## src/rtl/mips_pkg.sv

```systemverilog
// ---------------------------------------------------------------------------
// mips_pkg
// Shared definitions for the MIPS fetch front end.
//   fetch_state_e    : fetch state machine encoding (IDLE, FETCH, HOLD, DRAIN)
//   WORD_BYTES       : instruction size in bytes (PC increment)
//   DEFAULT_RESET_PC : default PC after reset
//   word_align()     : clears bits [1:0] of an address
// ---------------------------------------------------------------------------
package mips_pkg;

    localparam int unsigned WORD_BYTES       = 4;
    localparam logic [31:0] DEFAULT_RESET_PC = 32'h0000_0000;

    typedef enum logic [1:0] {
        ST_IDLE,
        ST_FETCH,
        ST_HOLD,
        ST_DRAIN
    } fetch_state_e;

    function automatic logic [31:0] word_align(input logic [31:0] addr);
        return {addr[31:2], 2'b00};
    endfunction

endpackage

```

## src/rtl/pc_fetch_if.sv

```systemverilog
// ---------------------------------------------------------------------------
// pc_fetch_if
// Instruction-memory fetch bus (req/ack handshake).
//   req  : fetch request, driven by the fetch unit
//   addr : word address, stable while req is high and not yet acked
//   ack  : fetch complete, driven by memory; meaningful only while req is high
//   data : instruction word, valid with ack
// Modports: master = fetch unit, slave = instruction memory.
// ---------------------------------------------------------------------------
interface pc_fetch_if;

    logic        req;
    logic [31:0] addr;
    logic        ack;
    logic [31:0] data;

    modport master (
        output req,
        output addr,
        input  ack,
        input  data
    );

    modport slave (
        input  req,
        input  addr,
        output ack,
        output data
    );

endinterface

```

## src/rtl/fetch_skid.sv

```systemverilog
// ---------------------------------------------------------------------------
// fetch_skid
// One-entry {inst, pc} holding buffer for a fetch that completes while the
// consumer is stalled.
//   clk_in, rst_n_in : clock, asynchronous active-low reset
//   load_i           : capture inst_i/pc_i and mark the entry valid
//   unload_i         : entry consumed; mark invalid
//   flush_i          : discard the entry (wins over load and unload)
//   inst_i, pc_i     : entry data in
//   valid_o          : entry holds data
//   inst_o, pc_o     : entry data out
// ---------------------------------------------------------------------------
module fetch_skid (
    input  logic        clk_in,
    input  logic        rst_n_in,
    input  logic        load_i,
    input  logic        unload_i,
    input  logic        flush_i,
    input  logic [31:0] inst_i,
    input  logic [31:0] pc_i,
    output logic        valid_o,
    output logic [31:0] inst_o,
    output logic [31:0] pc_o
);

    logic        valid_q;
    logic [31:0] inst_q;
    logic [31:0] pc_q;

    always_ff @(posedge clk_in or negedge rst_n_in) begin
        if (!rst_n_in) begin
            valid_q <= 1'b0;
            inst_q  <= '0;
            pc_q    <= '0;
        end else if (flush_i) begin
            valid_q <= 1'b0;
        end else if (load_i) begin
            valid_q <= 1'b1;
            inst_q  <= inst_i;
            pc_q    <= pc_i;
        end else if (unload_i) begin
            valid_q <= 1'b0;
        end
    end

    assign valid_o = valid_q;
    assign inst_o  = inst_q;
    assign pc_o    = pc_q;

endmodule

```

## src/rtl/pc_fetch.sv

```systemverilog
// ---------------------------------------------------------------------------
// pc_fetch
// Program counter and instruction-fetch front end of the single-cycle MIPS
// datapath. Issues word fetches over a req/ack bus, presents each instruction
// with its PC and PC+4, absorbs branch/jump redirects (including ones that land
// while a fetch is outstanding) and parks one completed fetch in a skid buffer
// while the consumer is stalled.
//   clk_in, rst_n_in : clock, asynchronous active-low reset
//   stall_in         : consumer not accepting inst_out this cycle
//   redirect_in      : taken branch/jump (single-cycle pulse)
//   target_in        : redirect target, bits [1:0] ignored
//   imem             : instruction-memory fetch bus (master side)
//   inst_valid_out   : inst_out / pc_out / pc_plus4_out valid
//   inst_out         : fetched instruction
//   pc_out           : address of inst_out
//   pc_plus4_out     : pc_out + 4 (wraps)
// ---------------------------------------------------------------------------
module pc_fetch
    import mips_pkg::*;
#(
    parameter logic [31:0] RESET_PC = DEFAULT_RESET_PC
) (
    input  logic              clk_in,
    input  logic              rst_n_in,
    input  logic              stall_in,
    input  logic              redirect_in,
    input  logic [31:0]       target_in,
    pc_fetch_if.master        imem,
    output logic              inst_valid_out,
    output logic [31:0]       inst_out,
    output logic [31:0]       pc_out,
    output logic [31:0]       pc_plus4_out
);

    fetch_state_e state_q;
    logic [31:0]  pc_q;        // next fetch PC
    logic [31:0]  req_addr_q;  // address of the outstanding request
    logic         out_valid_q;
    logic [31:0]  out_inst_q;
    logic [31:0]  out_pc_q;

    logic         req_active;
    logic         slot_free;
    logic [31:0]  pc_inc_d;
    logic [31:0]  target_d;

    logic         skid_load;
    logic         skid_unload;
    logic         skid_flush;
    logic         skid_valid;
    logic [31:0]  skid_inst;
    logic [31:0]  skid_pc;

    always_comb begin
        req_active  = (state_q == ST_FETCH) || (state_q == ST_DRAIN);
        slot_free   = !out_valid_q || !stall_in;
        pc_inc_d    = pc_q + 32'(WORD_BYTES);
        target_d    = word_align(target_in);
        skid_flush  = redirect_in;
        skid_load   = !redirect_in && (state_q == ST_FETCH) && imem.ack && !slot_free;
        skid_unload = !redirect_in && (state_q == ST_HOLD) && slot_free;
    end

    // Request is a pure decode of the registered state: no path from stall_in.
    assign imem.req  = req_active;
    assign imem.addr = req_addr_q;

    fetch_skid u_skid (
        .clk_in   (clk_in),
        .rst_n_in (rst_n_in),
        .load_i   (skid_load),
        .unload_i (skid_unload),
        .flush_i  (skid_flush),
        .inst_i   (imem.data),
        .pc_i     (req_addr_q),
        .valid_o  (skid_valid),
        .inst_o   (skid_inst),
        .pc_o     (skid_pc)
    );

    always_ff @(posedge clk_in or negedge rst_n_in) begin
        if (!rst_n_in) begin
            state_q     <= ST_IDLE;
            pc_q        <= RESET_PC;
            req_addr_q  <= RESET_PC;
            out_valid_q <= 1'b0;
            out_inst_q  <= '0;
            out_pc_q    <= RESET_PC;
        end else begin
            // Consumer takes the output register; a load below overrides this.
            if (out_valid_q && !stall_in) begin
                out_valid_q <= 1'b0;
            end

            if (redirect_in) begin
                pc_q        <= target_d;
                out_valid_q <= 1'b0;
                if (req_active && !imem.ack) begin
                    // Outstanding request must finish at its original address,
                    // so req_addr_q keeps the stale address until DRAIN's ack
                    // copies the target across from pc_q.
                    state_q <= ST_DRAIN;
                end else begin
                    state_q    <= ST_FETCH;
                    req_addr_q <= target_d;
                end
            end else begin
                case (state_q)
                    ST_IDLE: begin
                        state_q    <= ST_FETCH;
                        req_addr_q <= pc_q;
                    end
                    ST_FETCH: begin
                        if (imem.ack) begin
                            pc_q       <= pc_inc_d;
                            req_addr_q <= pc_inc_d;
                            if (slot_free) begin
                                out_valid_q <= 1'b1;
                                out_inst_q  <= imem.data;
                                out_pc_q    <= req_addr_q;
                            end else begin
                                state_q <= ST_HOLD;
                            end
                        end
                    end
                    ST_HOLD: begin
                        if (slot_free) begin
                            out_valid_q <= skid_valid;
                            out_inst_q  <= skid_inst;
                            out_pc_q    <= skid_pc;
                            state_q     <= ST_FETCH;
                        end
                    end
                    ST_DRAIN: begin
                        if (imem.ack) begin
                            req_addr_q <= pc_q;
                            state_q    <= ST_FETCH;
                        end
                    end
                    default: begin
                        state_q <= ST_IDLE;
                    end
                endcase
            end
        end
    end

    assign inst_valid_out = out_valid_q;
    assign inst_out       = out_inst_q;
    assign pc_out         = out_pc_q;
    assign pc_plus4_out   = out_pc_q + 32'(WORD_BYTES);

endmodule

```

## src/flat_wrapper.sv

```systemverilog
// flat-port wrapper written by rule: the top's interface ports become plain ports
module pc_fetch_flat import mips_pkg::*;
#(
    parameter logic [31:0] RESET_PC = DEFAULT_RESET_PC
)
  (clk_in, rst_n_in, stall_in, redirect_in, target_in, inst_valid_out, inst_out, pc_out, pc_plus4_out, imem_req, imem_addr, imem_ack, imem_data);
  pc_fetch_if imem_i ();
  input  logic clk_in;
  input  logic rst_n_in;
  input  logic stall_in;
  input  logic redirect_in;
  input  logic [31:0] target_in;
  output logic inst_valid_out;
  output logic [31:0] inst_out;
  output logic [31:0] pc_out;
  output logic [31:0] pc_plus4_out;
  output wire logic [$bits(imem_i.req)-1:0] imem_req;
  output wire logic [$bits(imem_i.addr)-1:0] imem_addr;
  input wire logic [$bits(imem_i.ack)-1:0] imem_ack;
  input wire logic [$bits(imem_i.data)-1:0] imem_data;
  assign imem_req = imem_i.req;
  assign imem_addr = imem_i.addr;
  assign imem_i.ack = imem_ack;
  assign imem_i.data = imem_data;
  pc_fetch #(.RESET_PC(RESET_PC)) u_core (.clk_in(clk_in), .rst_n_in(rst_n_in), .stall_in(stall_in), .redirect_in(redirect_in), .target_in(target_in), .imem(imem_i), .inst_valid_out(inst_valid_out), .inst_out(inst_out), .pc_out(pc_out), .pc_plus4_out(pc_plus4_out));
endmodule
```

## config.mk

```make
export PLATFORM = sky130hd
export DESIGN_NAME = pc_fetch_flat
export DESIGN_NICKNAME = d
export VERILOG_FILES = /design/src/rtl/mips_pkg.sv /design/src/rtl/pc_fetch_if.sv /design/src/rtl/fetch_skid.sv /design/src/rtl/pc_fetch.sv /design/src/flat_wrapper.sv
export SDC_FILE = /design/constraint.sdc
export NUM_CORES = 1
export LEC_CHECK = 0
export BUFFER_PORTS_ARGS = -buffer_cell sky130_fd_sc_hd__clkbuf_2
export CORE_UTILIZATION = 60
export DETAILED_ROUTE_END_ITERATION = 10
export GPL_TIMING_DRIVEN = 0
export PLACE_DENSITY = 0.86
export SYNTH_ARGS = -nofsm -noshare
export SYNTH_HDL_FRONTEND = slang
export SYNTH_SLANG_ARGS = --single-unit
```

## constraint.sdc

```tcl
create_clock -name clk_in -period 4.58 [get_ports clk_in]
set_input_delay 0 -clock clk_in [delete_from_list [all_inputs] [get_ports clk_in]]
set_output_delay 0 -clock clk_in [all_outputs]
set_load 0.01 [all_outputs]
```

==> out/summary.md <==
The final wirelength was 28400 um. The initialized floorplan defines 46 standard-cell rows. The max-capacitance violation count came out at 0. The logs give 63 for the unique cell type count in the Yosys netlist and 117 for the maximum number of pins on one net before global-route repair. The tools report the buffer cell driving the clock tree root as clkbuf_16. Summed over all failing endpoints, the final setup total negative slack is 0 ns. The final-layout fill cell count is 1017.

The overall fraction of global-route tracks in use is 0.349. Clock net sink count: 191. The cell area after synthesis was 0.00984 sq mm; the number of nets produced by synthesis was 1022. The net count of the finished layout is 1302. The run gives 0 as the DRC violation count after routing.

The power density normalized to cell area is 618 mW/mm^2. Leakage power summed over all cells: 5.51 nW. The highest-delay cell along the critical path was nor3_2. Setup repair after global routing left no endpoint under its margin. The tools report the data arrival time of the critical path as 3.10 ns.

Clock-pin slew was measured on the worst setup and hold paths at 0.08 ns. Routability-driven placement finished with a final weighted congestion of 0.926. After floorplanning, the core was sized to cover 0.0159 sq mm. During placement, the flow inserted port buffers numbering 194. Number of enable flip-flop cells after synthesis: 0. Reg-to-reg critical path startpoint: u_core.state_q[1]$_DFFE_PN0P_. For the count of H-tree levels built during CTS, the log shows 4. For the maximum clock path buffer count, the log shows 2. The critical path class is flip-flop to flip-flop. Walking the worst path, the cells encountered are inv_1 > ha_1 > buf_2 > and2_1 > a21oi_1 > nor3_2 > clkbuf_1 > buf_2 > a21oi_1.

The worst hold slack is 0.124 ns, and the top cell type's share of synthesized area is 0.486. STA puts the critical path data required time at 4.90 ns. The final period utilization is 0.608, and the number of cells traversed by the worst register-to-register path is 9.

The slew of the pin with the lowest slew margin was 0.841 ns. The synthesized design spends more area on one cell type than any other, namely dfrtp_1. For the number of max-slew violations in the final report, the log shows 0.

The cell with the most instances after synthesis was dfrtp_1. For the placed wire-length estimate after detailed placement, the log shows 18800 um. Using the TritonRoute via totals, the vias-per-cell ratio works out to 6.04. The multi-input combinational cells in the finished layout cover a total of 0.00471 sq mm. The initial antenna violation count was 0; the number of top-level design ports was 199. The count of final setup violators is 0, and the total area of sequential cells is 0.00478 sq mm. By count the netlist is led by dfrtp_1, nor2_1, a21oi_1. For the total non-filler cell area in the finished layout, the log shows 0.0124 sq mm. The number of endpoints with negative hold slack in the final report is 0, and the first-pass detailed-route iteration total is 5.

The headroom to the max-slew limit is 0.440. The detailed-route via count was 8795; the starting utilization of the core area was 0.617. STA classifies the critical path startpoint as a flip-flop. The number of nets with antenna violations after routing came out at 0.

The min-delay analysis places its worst path in the category primary input to async pin. Along the worst path, the maximum fanout reaches 10. Buffers inserted to repair hold after CTS numbered 66.

The logs give 0.45 ns for the clock latency at the later pin of the worst-skew pair and 0 for the aggregate global routing overflow. The sequential area share after synthesis is 0.486, and the synthesis-to-layout area growth is 25.5%. Measured along the x axis, the die boundary spans 130 um. Dividing the detail-routed wire length by the instance count gives 19.5 um. Together, buffers and inverters on the worst path number 4. A synthesized cell averages 10.4 sq um. The number of gates resized after CTS was 0. The kind of cell adding the most delay to the critical path was buffers and inverters.

The CTS buffer count was 17. For this run, the number of Yosys warnings is 0. Highest cell delay on the worst timing path: 0.60 ns.

TritonCTS built the clock tree. The total inserted antenna cells was 0; the register bit total from synthesis was 191. STA classifies the critical path endpoint as a flip-flop.

The flip-flop cell with the highest count after synthesis is dfrtp_1. The fraction of final layout cells sized beyond drive strength 1 is 0.275. The first-pass GRT wire length was 44200 um; the worst clock skew was 0.0111 ns.

Ranked by total cell area, the synthesized netlist is headed by dfrtp_1, mux2_2, mux2i_1. The flow ran to the end, and the final reports show no timing, DRC or antenna violations. The tools report the via count of the first global-routing pass as 8531. The critical register-to-register path endpoint is u_core.inst_out[21]$_DFFE_PN0P_. For the first-iteration detailed-routing DRC count, the log shows 903.

The time the worst path needs with I/O delays and setup works out to 2.79 ns. The slack of the worst reg-to-reg path came out at 1.79 ns. The share of async-settable or async-resettable flops after synthesis came out at 1.00. The logs give 0 for the number of buffers inserted to repair setup after CTS and 947 for the post-synthesis cell count.

The design draws 7.63 mW. The tools report the total die area as 0.0169 sq mm. IR analysis of the VDD net gives a maximum drop of 0.000349 V. The post-detailed-placement cell area came out at 0.0111 sq mm.

In this run the vertical extent of the chip is 130 um. For the maximum clock frequency, the log shows 359 MHz.
registers in the layout, indices dropped and copies added, names as in the netlist:
register	cells
u_core.inst_out	32
u_core.u_skid.inst_o	32
u_core.imem.addr	31
u_core.pc_out	31
u_core.u_skid.pc_o	31
u_core.pc_q	30
u_core.state_q	2
u_core.inst_valid_out	1
u_core.u_skid.valid_o	1
worst register-to-register path, cell delays in order (launching register included):
cell and delay (ns):
dfrtp_1 0.40, inv_1 0.12, ha_1 0.16, buf_2 0.19
and2_1 0.17, a21oi_1 0.05, nor3_2 0.60, clkbuf_1 0.53
buf_2 0.34, a21oi_1 0.10
placed cells by master (no fill, tap or decap), types with 20 or more instances in the layout:
master         Yosys  layout
a21oi_1           78      78
buf_2             20      20
clkbuf_1          36      36
clkbuf_2           2     195
dfrtp_1          191     191
dlygate4sd3_1      0      66
mux2_2            66      66
mux2i_1           65      65
nand2_1           71      71
nand3_1           25      25
nor2_1           101     101
o21ai_0           21      21
xnor2_1           59      59
routing by layer:
metal  track usage  routed length [um]  up-vias
met3        0.0672                2130      113
li1              -                   -     3903
met1         0.436               11200     4284
met4         0.203                1420        0
met2         0.568               13600      495
met5             0                   0        -
metrics by stage:
stage	util	setup WS (ns)	cells
final	0.775	1.79	1456
after detailed placement	0.698	1.86	1358
after global placement	0.695	-0.0724	1357
after global routing	0.775	1.63	1456
after CTS	0.775	1.83	1456
after floorplan	-	2.59	947
logic make-up (layout without fill, tap and decap cells):
| kind of cell | after synthesis | in the layout | synth area share |
|---|---|---|---|
| AND/OR/NAND/NOR | 294 | 294 | 0.156 |
| flip-flops | 191 | 191 | 0.486 |
| AO/OA/AOI/OAI | 167 | 167 | 0.103 |
| multiplexers | 135 | 135 | 0.146 |
| buffers and inverters | 80 | 373 | 0.0360 |
| XOR/XNOR | 74 | 74 | 0.0658 |
| adder cells (fa/ha/maj) | 6 | 6 | 0.00763 |
worst max path at each step:
stage                                       start  slack (ns)                                    to  cells past startpoint
floorplan           u_core.state_q[1]$_DFFE_PN0P_        2.59  u_core.u_skid.inst_o[30]$_DFFE_PN0P_                      8
global placement                         rst_n_in       -0.07        u_core.inst_out[9]$_DFFE_PN0P_                      1
detailed placement  u_core.state_q[1]$_DFFE_PN0P_        1.86       u_core.inst_out[15]$_DFFE_PN0P_                      9
CTS                 u_core.state_q[1]$_DFFE_PN0P_        1.83        u_core.inst_out[9]$_DFFE_PN0P_                      9
global route         u_core.pc_out[4]$_DFFE_PN0P_        1.63                      pc_plus4_out[26]                      6
finish              u_core.state_q[1]$_DFFE_PN0P_        1.79       u_core.inst_out[21]$_DFFE_PN0P_                      9
power breakdown:
group | internal (mW) | total [mW] | switching (mW)
logic | 1.33 | 3.14 | 1.81
registers | 2.34 | 3.04 | 0.703
clock network | 0.726 | 1.45 | 0.724
total | 4.39 | 7.63 | 3.24
final cells by class:
class,count,area share
flip-flops and latches,191,0.387
multi-input cells,676,0.381
repair buffers,261,0.135
clock buffers,17,0.0344
plain buffers,68,0.0250
well taps,216,0.0219
clock inverters,15,0.0115
inverters,12,0.00365
(Power assumes the default switching activity.)
